**src/rtl/fetch_queue.sv**
```systemverilog
// Instruction fetch queue: issues one word-aligned memory read at a time and buffers
// returned instructions with their pc+4 in a small FIFO, with flush-on-redirect.
module fetch_queue #(
   parameter int unsigned DEPTH    = 4,
   parameter logic [31:0] RESET_PC = 32'h0000_0000
) (
   input  logic        clk,
   input  logic        reset,
   input  logic        redirect,
   input  logic [31:0] redirect_pc,
   input  logic        stall,
   output logic        out_valid,
   output logic [31:0] out_instr,
   output logic [31:0] out_pc4,
   output logic        mem_req,
   output logic [31:0] mem_addr,
   input  logic        mem_ack,
   input  logic [31:0] mem_rdata
);

   localparam int unsigned      PTR_W   = $clog2(DEPTH);
   localparam int unsigned      CNT_W   = PTR_W + 1;
   localparam logic [CNT_W-1:0] DEPTH_C = CNT_W'(DEPTH);
   localparam logic [31:0]      ALIGN_M = 32'hFFFF_FFFC;

   typedef enum logic [1:0] {
      IDLE  = 2'd0,
      REQ   = 2'd1,
      DRAIN = 2'd2
   } state_e;

   state_e            state_q, state_d;
   logic [CNT_W-1:0]  count_q, count_d;
   logic [PTR_W-1:0]  head_q, head_d;
   logic [PTR_W-1:0]  tail_q, tail_d;
   logic [31:0]       fetch_pc_q, fetch_pc_d;
   logic [31:0]       mem_addr_q, mem_addr_d;
   logic [31:0]       instr_q [DEPTH];
   logic [31:0]       instr_d [DEPTH];
   logic [31:0]       pc4_q   [DEPTH];
   logic [31:0]       pc4_d   [DEPTH];
   logic              push_s;
   logic              pop_s;
   logic [CNT_W-1:0]  count_after_s;

   // Next-state, fetch address and queue bookkeeping; redirect overrides everything else.
   always_comb begin
      state_d       = state_q;
      count_d       = count_q;
      head_d        = head_q;
      tail_d        = tail_q;
      fetch_pc_d    = fetch_pc_q;
      mem_addr_d    = mem_addr_q;
      instr_d       = instr_q;
      pc4_d         = pc4_q;
      push_s        = 1'b0;
      pop_s         = (count_q != {CNT_W{1'b0}}) && !stall && !redirect;
      count_after_s = count_q + CNT_W'(1) - CNT_W'(pop_s);

      case (state_q)
         IDLE: begin
            if (!redirect && (count_q < DEPTH_C)) begin
               state_d    = REQ;
               mem_addr_d = fetch_pc_q;
            end else begin
               state_d = IDLE;
            end
         end
         REQ: begin
            if (redirect) begin
               state_d = mem_ack ? IDLE : DRAIN;
            end else if (mem_ack) begin
               push_s     = 1'b1;
               fetch_pc_d = fetch_pc_q + 32'd4;
               if (count_after_s < DEPTH_C) begin
                  state_d    = REQ;
                  mem_addr_d = fetch_pc_q + 32'd4;
               end else begin
                  state_d = IDLE;
               end
            end else begin
               state_d = REQ;
            end
         end
         // The outstanding read must complete before a new one may issue.
         DRAIN: begin
            if (mem_ack) begin
               state_d = IDLE;
            end else begin
               state_d = DRAIN;
            end
         end
         default: begin
            state_d = IDLE;
         end
      endcase

      if (redirect) begin
         count_d    = {CNT_W{1'b0}};
         head_d     = {PTR_W{1'b0}};
         tail_d     = {PTR_W{1'b0}};
         fetch_pc_d = redirect_pc & ALIGN_M;
      end else begin
         if (push_s) begin
            instr_d[tail_q] = mem_rdata;
            pc4_d[tail_q]   = mem_addr_q + 32'd4;
            tail_d          = tail_q + PTR_W'(1);
         end else begin
            tail_d = tail_q;
         end
         if (pop_s) begin
            head_d = head_q + PTR_W'(1);
         end else begin
            head_d = head_q;
         end
         count_d = count_q + CNT_W'(push_s) - CNT_W'(pop_s);
      end
   end

   // State and storage registers with asynchronous active-low reset.
   always_ff @(posedge clk or negedge reset) begin
      if (!reset) begin
         state_q    <= IDLE;
         count_q    <= {CNT_W{1'b0}};
         head_q     <= {PTR_W{1'b0}};
         tail_q     <= {PTR_W{1'b0}};
         fetch_pc_q <= RESET_PC & ALIGN_M;
         mem_addr_q <= 32'h0000_0000;
         for (int i = 0; i < int'(DEPTH); i++) begin
            instr_q[i] <= 32'h0000_0000;
            pc4_q[i]   <= 32'h0000_0000;
         end
      end else begin
         state_q    <= state_d;
         count_q    <= count_d;
         head_q     <= head_d;
         tail_q     <= tail_d;
         fetch_pc_q <= fetch_pc_d;
         mem_addr_q <= mem_addr_d;
         instr_q    <= instr_d;
         pc4_q      <= pc4_d;
      end
   end

   // Outputs are decoded purely from flops; empty queue presents a zero bubble.
   always_comb begin
      out_valid = (count_q != {CNT_W{1'b0}});
      mem_req   = (state_q != IDLE);
      mem_addr  = mem_addr_q;
      if (out_valid) begin
         out_instr = instr_q[head_q];
         out_pc4   = pc4_q[head_q];
      end else begin
         out_instr = 32'h0000_0000;
         out_pc4   = 32'h0000_0000;
      end
   end

endmodule

```
**config.mk**
```make
export PLATFORM = sky130hd
export DESIGN_NAME = fetch_queue
export DESIGN_NICKNAME = d
export VERILOG_FILES = /design/src/rtl/fetch_queue.sv
export SDC_FILE = /design/constraint.sdc
export NUM_CORES = 1
export LEC_CHECK = 0
export ABC_AREA = 1
export CAP_MARGIN = 20
export CORE_MARGIN = 2
export CORE_UTILIZATION = 45
export DETAILED_ROUTE_END_ITERATION = 7
export HOLD_SLACK_MARGIN = 0.05
export PLACE_DENSITY = 0.66
export SYNTH_ARGS = -nofsm -noshare
export SYNTH_HDL_FRONTEND = slang
export SYNTH_SLANG_ARGS = --single-unit
```
**constraint.sdc**
```tcl
create_clock -name clk -period 4.9 [get_ports clk]
set_input_delay 0.49 -clock clk [delete_from_list [all_inputs] [get_ports clk]]
set_output_delay 0.49 -clock clk [all_outputs]
set_load 0.02 [all_outputs]
```
== Word level (Yosys, flattened, before mapping) ==
Index checks and enable logic that the tools add are counted.
Word-level totals
  register bits: 329
  bits of input ports: 69
  output and inout port bits: 98
  word-level logic and storage cells: 87
Operators by class
  add/sub/neg operators: 8
  $lt $le $gt $ge: 5
  eq/ne operators: 6
  mux-type cells: 34
  bitwise operators: 3
  reductions and logical operators: 17
Operators by type and width (count)
  $mux 32: 14
  $bwmux 128: 2
  $bmux 32 s2: 2
  $add 32x3->32 const B: 2
  $demux 32 s2: 1
  $pmux 32 s2: 1
  $mux 2: 7
  $reduce_bool 2->1: 6
  $ne 2x2->1 const B: 4
  $ge 3x3->1 const B: 2
  $lt 3x3->1 const B: 2
  $not 2->3: 2
  $pmux 2 s3: 1
  $sub 3x1->3: 2
  $mux 1: 5
  $reduce_and 5->1: 1
  $add 2x1->2 const B: 2
  $logic_and 1x1->1: 4
  $reduce_and 2->1: 2
  $add 3x1->3: 1
  $add 3x1->3 const B: 1
  $lt 3x1->1 const B: 1
  $mux 3: 1
  $reduce_bool 3->1: 1
  5 further kinds: 6

== Logic depth before layout (Yosys ltp) ==
Gate-level depths: netlist (run 1).
  word-level depth: 9
  mapped depth: 13
  mapped depth without buffers: 13

== Worst setup path after synthesis (run 1) ==
No wires, ideal clock.
  kind: input port to flip-flop
  start point: in redirect
  end point: reg count_q[2]
  library setup time: 0.132 ns
  arrival: 2.144 ns
  required time: 4.768 ns
  setup slack: 2.625 ns
  stages on the path: 11
  buffers on the path: 2
  cells stage by stage: buf_2 nor2_4 buf_6 clkinv_1 ha_1 inv_1 ha_1 inv_1 fa_1 xor2_1 nor2_1
Between the ends
  longest elaborated chain between the ends: 5
  elaborated cells between the ends (all ways): 7
  classes of those cells: add/sub: 2; mux: 3; reduce/logical: 2
RTL lines
  start, declared: line 9  | input logic redirect,
  $mux 1: line 70  | if (redirect) begin
  $mux 1: line 60  | case (state_q)
  $add 3x1->3: line 116  | count_d = count_q + CNT_W'(push_s) - CNT_W'(pop_s);
  $sub 3x1->3: line 116
  $mux 3 (*): line 98  | if (redirect) begin
  via count_d[2]: line 33  | logic [CNT_W-1:0] count_q, count_d;
  end signal, assigned: line 124  | count_q <= {CNT_W{1'b0}};
  end signal, assigned: line 135  | count_q <= count_d;
  end, declared: line 33
Mark *: on every way through the listed nets, which the timed path passes. The rest lies on a longest branch.
A chain may end at the register's enable or synchronous reset.

== Worst setup path after layout (run 1) ==
  start point: reg head_q[0]
  end point: out out_pc4[23]
Between the ends
  longest elaborated chain between the ends: 5
RTL lines
  start, declared: line 34  | logic [PTR_W-1:0] head_q, head_d;
  start signal, assigned: line 125  | head_q <= {PTR_W{1'b0}};
  $not 2->3 (implied by the code): line 152  | out_pc4 = pc4_q[head_q];
  $bmux 32 s2: line 152
  $mux 32 (implied by the code) (2 in series): line 152
  $mux 32: line 150  | if (out_valid) begin
  end, declared: line 14  | output logic [31:0] out_pc4,
Every way passes these cells. The select of a mux whose other input is x is not followed.

==> results of run 1 <==
Yosys cell counts, types with 3 or more instances:
| cell | number |
|---|---|
| xnor2_1 | 11 |
| ha_1 | 8 |
| nor3_1 | 6 |
| nand4_1 | 5 |
| dfrtp_1 | 317 |
| o21ai_0 | 304 |
| nand2_1 | 696 |
| nand3_1 | 38 |
| buf_2 | 41 |
| o211ai_1 | 24 |
| buf_6 | 3 |
| buf_4 | 6 |
| nand3b_1 | 4 |
| clkbuf_1 | 61 |
| o21ai_1 | 54 |
| a21oi_1 | 90 |
| buf_1 | 9 |
| inv_2 | 5 |
| xor2_1 | 23 |
| nor2_4 | 3 |
| nor2_1 | 289 |
| inv_1 | 123 |
state kept, by name, indices dropped and copies added, names as in the netlist:
| name | flops |
|---|---|
| count_q | 3 |
| fetch_pc_q | 30 |
| head_q | 2 |
| instr_q | 128 |
| mem_addr | 30 |
| pc4_q | 120 |
| state_q | 2 |
| tail_q | 2 |
worst max-delay path by stage:
stage	startpoint	endpoint	slack, ps	cells after the start
after global placement	head_q[0]	out_pc4[5]	1520	4
after detailed placement	redirect	count_q[2]	1500	12
after floorplan	redirect	count_q[2]	2620	11
after CTS	head_q[0]	out_pc4[23]	950	6
after global routing	head_q[0]	out_pc4[23]	730	6
final	head_q[0]	out_pc4[23]	920	6
cell usage in the layout (no fill, tap or decap), types with 5 or more instances in the layout:
| cell | synthesis | layout |
|---|---|---|
| nand2_1 | 696 | 694 |
| dfrtp_1 | 317 | 315 |
| o21ai_0 | 304 | 304 |
| nor2_1 | 289 | 288 |
| clkdlybuf4s50_1 | 0 | 159 |
| inv_1 | 123 | 123 |
| a21oi_1 | 90 | 90 |
| o21ai_1 | 54 | 54 |
| nand3_1 | 38 | 38 |
| clkbuf_16 | 0 | 36 |
| o211ai_1 | 24 | 24 |
| xor2_1 | 23 | 23 |
| buf_4 | 6 | 19 |
| xnor2_1 | 11 | 11 |
| clkinv_2 | 0 | 10 |
| ha_1 | 8 | 8 |
| clkbuf_8 | 0 | 8 |
| nor3_1 | 6 | 6 |
| nand4_1 | 5 | 5 |
metal layers:
| metal | GRT usage, % | vias up | wire length, µm | part of all wire, % |
|---|---|---|---|---|
| li1 | - | 7012 | - | - |
| met1 | 33.4 | 6715 | 19900 | 45 |
| met2 | 38.9 | 420 | 20100 | 46 |
| met3 | 3.11 | 76 | 2580 | 5.9 |
| met4 | 7.22 | 0 | 1160 | 2.7 |
| met5 | 0 | - | 0 | 0 |
critical path: cells and delay by family (launching register included):
| family | cells | cell delay, ps |
|---|---|---|
| AOI/OAI and AO/OA | 2 | 390 |
| buffers and inverters | 2 | 1500 |
| DFF | 1 | 730 |
| and+or+nand+nor | 2 | 230 |
cell families after synthesis:
| kind of cell | count (synthesis) | synth area share, % |
|---|---|---|
| adder cells (fa/ha/maj) | 9 | 0.754 |
| buffers and inverters | 250 | 6.51 |
| XOR/XNOR | 34 | 1.87 |
| AO/OA/AOI/OAI | 478 | 15.5 |
| AND/OR/NAND/NOR | 1046 | 25.5 |
| multiplexers | 1 | 0.0629 |
| other | 1 | 0.0236 |
| flip-flops | 317 | 49.8 |
area by class of cell:
class	count	area, µm²	area share [%]
clock inverters	16	198	1.04
flip-flops and latches	317	7940	41.8
repair buffers	181	1790	9.43
multi-input cells	1572	6980	36.8
clock buffers	47	1020	5.39
inverters	129	485	2.56
well taps	455	569	3.00
power breakdown:
part / internal, mW / total [mW] / switching [mW]
combinational: 1.53 / 4.03 / 2.50
clock: 1.68 / 2.76 / 1.08
sequential: 3.31 / 3.91 / 0.606
==> flow_summary_export.csv, run 1 <==
group,metric,value,unit
status,status,"finished, final reports clean",
placed_design,dp_slack,1500,ps
sta,whs,9.24,ps
finish,diodes,0,
sta,layout_min_cycle_time,3980,ps
setup_path,crit_top_cell,"nor2_1",
sta,setup_tns,0,ps
setup_path,arrival,3490,ps
grt,grt_pass1_wl,70.4,mm
setup_path,r2r-start,"count_q[1]",
floorplanning,start_util,45.9,%
grt,grt_max_degree,117,
route,drt_iter0_markers,1258,
grt,grtUsageTotal,23.9,%
setup_path,r2r_end,"count_q[2]",
synth,synthFlopType,"dfrtp_1",
setup_path,worst_path_largest_cell_delay,830,ps
placed_design,place_congestion,0.910,
power_and_ir_drop,power.total,10.7,mW
clock_network,cts_hold_buf,0,
synth,ys_async_sr_fraction,100,%
placed_design,dp.cells,2654,
sta,skew,12.0,ps
finish,finish.utilization,54.7,%
setup_path,worstSetupStartpointType,"register",
floorplanning,die_area,0.0369,mm²
route,routed_wl,43.7,mm
grt,antenna_found_initial,0,
finish,fin_area,0.0190,mm²
grt,overflow,0,
setup_path,crit_fanout,87,
sta,hold_violations,0,
route,antenna_left,0,
clock_network,cts.htree.levels,2,
sta,worst_slack,916,ps
synth,synth_largest_area_cell,"dfrtp_1",
clock_network,cts_inserted_buffers,35,
clock_network,cts_tree,"done",
sta,max_freq,251,MHz
synth,yosys_register_bits,317,
clock_network,cts.repair_timing.setup_buffer_count,0,
worst_hold_path,hp-class,"in2async",
route,via_per_inst,5.23,
synth,avgSynthCellArea,7.45,µm²
clock_network,clk_pin_slew,60,ps
placed_design,port_buffers,160,
clock_network,clock_latency,520,ps
floorplanning,core_area,0.0347,mm²
setup_path,reg2regPathDepth,13,
finish,nets,2314,
setup_path,path_class,"reg2out",
sta,rsz0062_at_grt,"no",
clock_network,clk_path_buf_depth,3,
synth,synth_area,0.0159,mm²
synth,ys_top_cells_by_area,"dfrtp_1 (50%), nand2_1 (16%), o21ai_0 (9.6%), nor2_1 (6.8%), inv_1 (2.9%)",
synth,yosysTopAreaCellShare,49.8,%
synth,ys_seq_area_share,49.8,%
setup_path,critPathSlowestCell,"buf_4",
finish,area.growth.synth_to_final,19.2,%
placed_design,placed_cell_area,0.0178,mm²
synth,ys_types,36,
power_and_ir_drop,p_leak,8.78,nW
synth,synthCells,2136,
floorplanning,row_count,68,
clock_network,postCtsResizedCells,0,
route,drc,0,
finish,fin_cells,2717,
sta,slew_viol_final,0,
setup_path,crit_required,4410,ps
setup_path,cp-end-kind,"output pin",
sta,worst_pin_slew,1020,ps
clock_network,clock-root-buffer,"clkbuf_16",
grt,grt_pass1_vias,13522,
sta,slew_headroom,32.0,%
floorplanning,top_level_ports,167,
synth,yosysWarningCount,0,
clock_network,clock_sinks,317,
sta,setup_violations,0,
floorplanning,die_w,192,µm
placed_design,dp_hpwl,27.5,mm
power_and_ir_drop,peakVddDrop,382,µV
flow_run,drv_cap,0,
setup_path,worstPathCellList,"buf_4 -> nor2_1 -> nor2_1 -> o21ai_0 -> a21oi_1 -> clkdlybuf4s50_1",
route,dr_total_vias,14223,
floorplanning,die_y,192,µm
setup_path,rrSetupSlack,1980,ps
sta,fin_crit_sh,81.3,%
synth,synth_edf_count,0,
power_and_ir_drop,p_per_area,564,mW/mm²
route,dr.pass1.iters,6,
route,drt-wirelength-per-cell,16.1,µm
finish,drive_above_1_share,4.38,%
finish,nFillCells,3349,
No activity file was read; power rests on OpenSTA's default activity.
==> run 2, diff against run 1 <==
==> constraint.sdc (replaced) <==
create_clock -name clk -period 4.1 [get_ports clk]
set_input_delay 0.41 -clock clk [delete_from_list [all_inputs] [get_ports clk]]
set_output_delay 0.41 -clock clk [all_outputs]
set_load 0.02 [all_outputs]
==> run 2 against run 1 <==
Against the previous run:
- sequential cell count unchanged
- worst setup slack worse by 170 ps
- register-to-register slack worse by 600 ps
- design area about the same
- routed wire length up 1.1%
- non-clock buffer count up 2
- via count up 1.2%
- largest power group unchanged
==> flow_summary_export.csv, run 2 (synthesis gave the netlist of run 1 again) <==
group,metric,value,unit
finish,fin_area,0.0190,mm²
sta,worst_pin_slew,1020,ps
floorplanning,die_y,192,µm
setup_path,worstSetupStartpointType,"register",
grt,grt_max_degree,130,
clock_network,clock_latency,510,ps
finish,area.growth.synth_to_final,19.2,%
placed_design,placed_cell_area,0.0178,mm²
clock_network,clock_sinks,317,
setup_path,r2r-start,"state_q[1]",
route,drc,0,
power_and_ir_drop,p_leak,8.79,nW
grt,grt_pass1_vias,13976,
finish,nets,2317,
finish,drive_above_1_share,4.37,%
power_and_ir_drop,peakVddDrop,320,µV
grt,grtUsageTotal,24.6,%
sta,rsz0062_at_grt,"no",
sta,setup_violations,0,
finish,largest_register,"instr_q",
floorplanning,core_area,0.0347,mm²
route,via_per_inst,5.29,
floorplanning,die_w,192,µm
setup_path,cp-end-kind,"output pin",
finish,final_cell_mix,"nand2_1 (694), dfrtp_1 (315), o21ai_0 (304)",
setup_path,r2r_end,"count_q[2]",
grt,antenna_found_initial,0,
clock_network,clk_path_buf_depth,3,
clock_network,postCtsResizedCells,0,
floorplanning,top_level_ports,167,
clock_network,cts_hold_buf,0,
setup_path,reg2regPathDepth,11,
sta,max_freq,298,MHz
sta,slew_viol_final,0,
grt,overflow,0,
placed_design,place_congestion,0.961,
setup_path,worstPathCellList,"inv_2 -> buf_4 -> o21ai_0 -> a21oi_1 -> clkdlybuf4s50_1",
placed_design,port_buffers,160,
status,status,"finished, final reports clean",
sta,hold_violations,0,
finish,reg_top3,"instr_q: 128 flops, pc4_q: 120 flops",
sta,skew,18.4,ps
clock_network,clock-root-buffer,"clkbuf_16",
power_and_ir_drop,p_per_area,665,mW/mm²
grt,grt_pass1_wl,72.7,mm
route,drt-wirelength-per-cell,16.3,µm
clock_network,cts.repair_timing.setup_buffer_count,0,
clock_network,cts.htree.levels,2,
setup_path,crit_fanout,39,
finish,fin_cells,2718,
power_and_ir_drop,power.total,12.6,mW
route,drt_iter0_markers,1256,
route,routed_wl,44.2,mm
worst_hold_path,hp-class,"in2async",
sta,fin_crit_sh,81.8,%
sta,slew_headroom,31.9,%
setup_path,worst_path_largest_cell_delay,650,ps
flow_run,drv_cap,0,
floorplanning,die_area,0.0369,mm²
floorplanning,start_util,45.9,%
sta,layout_min_cycle_time,3360,ps
sta,setup_tns,0,ps
placed_design,dp.cells,2656,
sta,worst_slack,745,ps
route,antenna_left,0,
clock_network,clk_pin_slew,60,ps
floorplanning,row_count,68,
route,dr.pass1.iters,8,
route,dr_total_vias,14391,
setup_path,rrSetupSlack,1380,ps
placed_design,dp_hpwl,28.0,mm
finish,diodes,0,
finish,largest_register_ffs,128,
setup_path,path_class,"reg2out",
clock_network,cts_inserted_buffers,36,
setup_path,critPathSlowestCell,"clkdlybuf4s50_1",
finish,layout_commonest_cell,"nand2_1",
placed_design,dp_slack,957,ps
clock_network,cts_tree,"done",
setup_path,arrival,2950,ps
setup_path,crit_required,3690,ps
==> run 2: area by class of cell <==
cell class | instances | area, µm²
multi-input cells | 1572 | 6980
clock buffers | 50 | 1050
fillers | 3304 | 15700
clock inverters | 12 | 104
flip-flops and latches | 317 | 7940
repair buffers | 183 | 1850
well taps | 455 | 569
inverters | 129 | 485
==> run 2: power breakdown <==
part | switching [mW] | internal, mW
registers | 0.687 | 3.95
clock network | 1.27 | 1.86
logic | 3.02 | 1.84
==> run 2: how the worst max path moves through the flow <==
stage               start          to  slack (ps)  cells past startpoint
6_report        head_q[0]  out_pc4[3]         740                      5
5_1_grt         head_q[0]  out_pc4[3]         610                      5
4_1_cts         head_q[0]  out_pc4[3]         750                      5
3_5_place_dp      mem_ack  count_q[2]         960                     11
3_3_place_gp      mem_ack  count_q[2]         990                     11
2_1_floorplan  count_q[1]  count_q[2]        1830                     13
==> run 2: routing by layer <==
layer | wire, µm | GRT usage, % | vias to the layer above
met5 | 0 | 0 | -
met4 | 1100 | 6.84 | 0
met3 | 2500 | 2.94 | 73
met2 | 20700 | 41.1 | 436
met1 | 19900 | 34.0 | 6870
li1 | - | - | 7012
==> run 2: through the flow <==
stage                     hold WS [ps]  utilization (%)
after floorplan                    114                -
after global placement             457             51.3
after detailed placement           460             51.3
after CTS                         78.5             54.7
after global routing               102             54.7
final                             5.77             54.7
==> run 2: critical path, delay by kind of cell, from the launching register on <==
kind | cells | cell delay, ps
AO/OA/AOI/OAI | 2 | 450
flip-flops | 1 | 520
buffers and inverters | 3 | 1460
==> RTL edit, RTL diff (config.mk and constraints of run 1) <==
Set the parameter `DEPTH` to 2 (it was 4).
--- a/src/rtl/fetch_queue.sv
+++ b/src/rtl/fetch_queue.sv
@@ -2,5 +2,5 @@
 // returned instructions with their pc+4 in a small FIFO, with flush-on-redirect.
 module fetch_queue #(
-   parameter int unsigned DEPTH    = 4,
+   parameter int unsigned DEPTH    = 2,
    parameter logic [31:0] RESET_PC = 32'h0000_0000
 ) (
Behaviour: not the same (a bounded check fails within 4 cycles, from zero or initial values and one cycle with reset low).
==> RTL edit against run 1 <==
Largest power group is now sequential cells. Worst setup slack better by 0.67 ns. Register-to-register slack better by 0.15 ns. Total power down 43%. Critical endpoint is now out_pc4[16]. Count of clock-buffer cells in the layout down 29. Critical path type unchanged. Non-clock buffer count down 10. Clock skew up 0.0036 ns. Design area down 34%. Sequential share of layout area down 4.1 points. Cell count down 31%. Hold slack better by 0.099 ns. Sequential cell count down 127. Area after synthesis down 36%. Routed wire length down 37%. Clock power down 51%.
==> RTL edit: results (changes against run 1) <==
synth_commonest_cells: "639 x nand2_1, 190 x dfrtp_1, 116 x inv_1"  # was 696 x nand2_1, 317 x dfrtp_1, 304 x o21ai_0
synthAdderAreaFrac: 0.00488  # was 0.00754
antenna_found_initial: 0  # unchanged
yosys_warnings: 0  # unchanged
slew_headroom: 0.393  # was 0.320
clk_path_buf_depth: 2  # was 3
grt_max_degree: 97  # was 117
synth-seq-area-share: 0.464  # was 0.498
synth-xor-area-share: 0.0239  # was 0.0187
place.gp.congestion: 0.888  # was 0.910
yosys-mux-area-fraction: 0.000976  # was 0.000629
cts_made_buffers: 17  # was 35
finClkSkew_ns: 0.0156  # was 0.0120 ns
clk_latency_ns: 0.43  # was 0.52 ns
num-nets-final: 1640  # was 2,314
cts_setup_buffers: 0  # unchanged
reg_top3: "instr_q (64), pc4_q (60)"  # was instr_q (128), pc4_q (120)
port_buffers: 160  # unchanged
dr.pass1.iters: 5  # was 6
diodes: 0  # unchanged
drt-initial-drc-count: 650  # was 1,258
cp.arrival_ns: 2.83  # was 3.49 ns
synth_compound_area_frac: 0.116  # was 0.155
fill_cells: 2181  # was 3,349
vias: 9465  # was 14,223
synth_cell_types: 38  # was 36
grt_pass1_vias: 9107  # was 13,522
clk_pin_slew_worst_paths_ns: 0.08  # was 0.06 ns
grt_pass1_wl_um: 45800  # was 70,400 µm
ys.flop_type: "dfrtp_1"  # unchanged
drive_gt1_frac: 0.0430  # was 0.0438
root_buffer: "clkbuf_16"  # unchanged
leakage_nw: 5.93  # was 8.78 nW
irDropWorstVdd_uv: 236  # was 382 µV
htreeDepth: 4  # was 2
power_switching_mw: 2.43  # was 4.18 mW
grt_use_total: 0.237  # was 0.239
min_path_type: "in2async"  # unchanged
synthTopCellsByArea: "dfrtp_1 46%, nand2_1 23%, o21ai_0 5.4%"  # was dfrtp_1 50%, nand2_1 16%, o21ai_0 9.6%
path_max_fanout: 30  # was 87
cts_resized: 0  # unchanged
yosys.cell_count.top_type: "nand2_1"  # unchanged
routedWlPerCell_um: 14.8  # was 16.1 µm
status: "completed"  # unchanged
dp_hpwl_um: 19100  # was 27,500 µm
synth-async-reset-ratio: 1.00  # unchanged
-- RTL edit: cell count changes after synthesis, moves of 10 or more --
cell / change
buf_2: -21
nand2_1: -57
o21ai_0: -194
clkbuf_1: -28
nand3_1: +10
a21oi_1: -24
nor2_1: -211
dfrtp_1: -127
o21ai_1: -40
-- RTL edit: worst paths after layout --
check	from	end	slack (ns)	depth (start not counted)
setup / recovery	head_q	out_pc4[16]	1.58	5
hold / removal	reset	instr_q[47]	0.11	1
setup reg to reg	state_q[1]	pc4_q[12]	2.13	10
hold reg to reg	pc4_q[36]	pc4_q[36]	0.48	2
max in group asynchronous	reset	mem_addr[13]	3.77	2
min in group clk	pc4_q[36]	pc4_q[36]	0.48	2
-- RTL edit: power by group through the flow --
stage,logic [mW],registers (mW),clock network [mW]
floorplan,1.21,2.71,0
global placement,2.05,2.70,0
detailed placement,2.09,2.71,0
CTS,2.10,2.69,1.39
global route,2.36,2.78,1.46
finish,2.08,2.70,1.35
-- RTL edit: area by class of cell --
class / count / area share
clock inverters: 14 / 0.0116
clock buffers: 18 / 0.0341
flip-flops and latches: 190 / 0.378
inverters: 122 / 0.0366
well taps: 285 / 0.0283
multi-input cells: 1065 / 0.376
repair buffers: 171 / 0.136
-- RTL edit: critical path, cell delays in order (launching register included) --
cell and delay [ns]:
dfrtp_2 0.36, clkinv_1 0.68, buf_4 0.55, nand2_1 0.10, a21oi_1 0.07, clkdlybuf4s50_1 0.61
-- RTL edit: logic make-up after synthesis --
group	Yosys count
buf+inv	192
simple gates	806
xor+xnor	28
other cells	1
flops	190
fa+ha+maj	4
mux	1
compound gates	222
-- RTL edit: routing by layer --
layer,routed length [µm],part of all wire,vias to the layer above,global-route usage
met2,12900,0.47,258,0.385
met3,1200,0.044,51,0.0340
li1,-,-,4782,-
met1,12800,0.46,4374,0.325
met4,758,0.027,0,0.0860
met5,0,0,-,0
-- RTL edit: per-stage QoR --
stage               cells  worst slack, ns  area, µm²  hold WS, ns  power (mW)
finish               1865             1.58      12600        0.109        6.14
global route         1865             1.34      12600        0.208        6.59
CTS                  1865             1.50      12600        0.170        6.18
detailed placement   1833             1.80      12000        0.454        4.80
global placement     1833             1.82      12000        0.449        4.75
floorplan            1447             2.98      10300        0.194        3.91
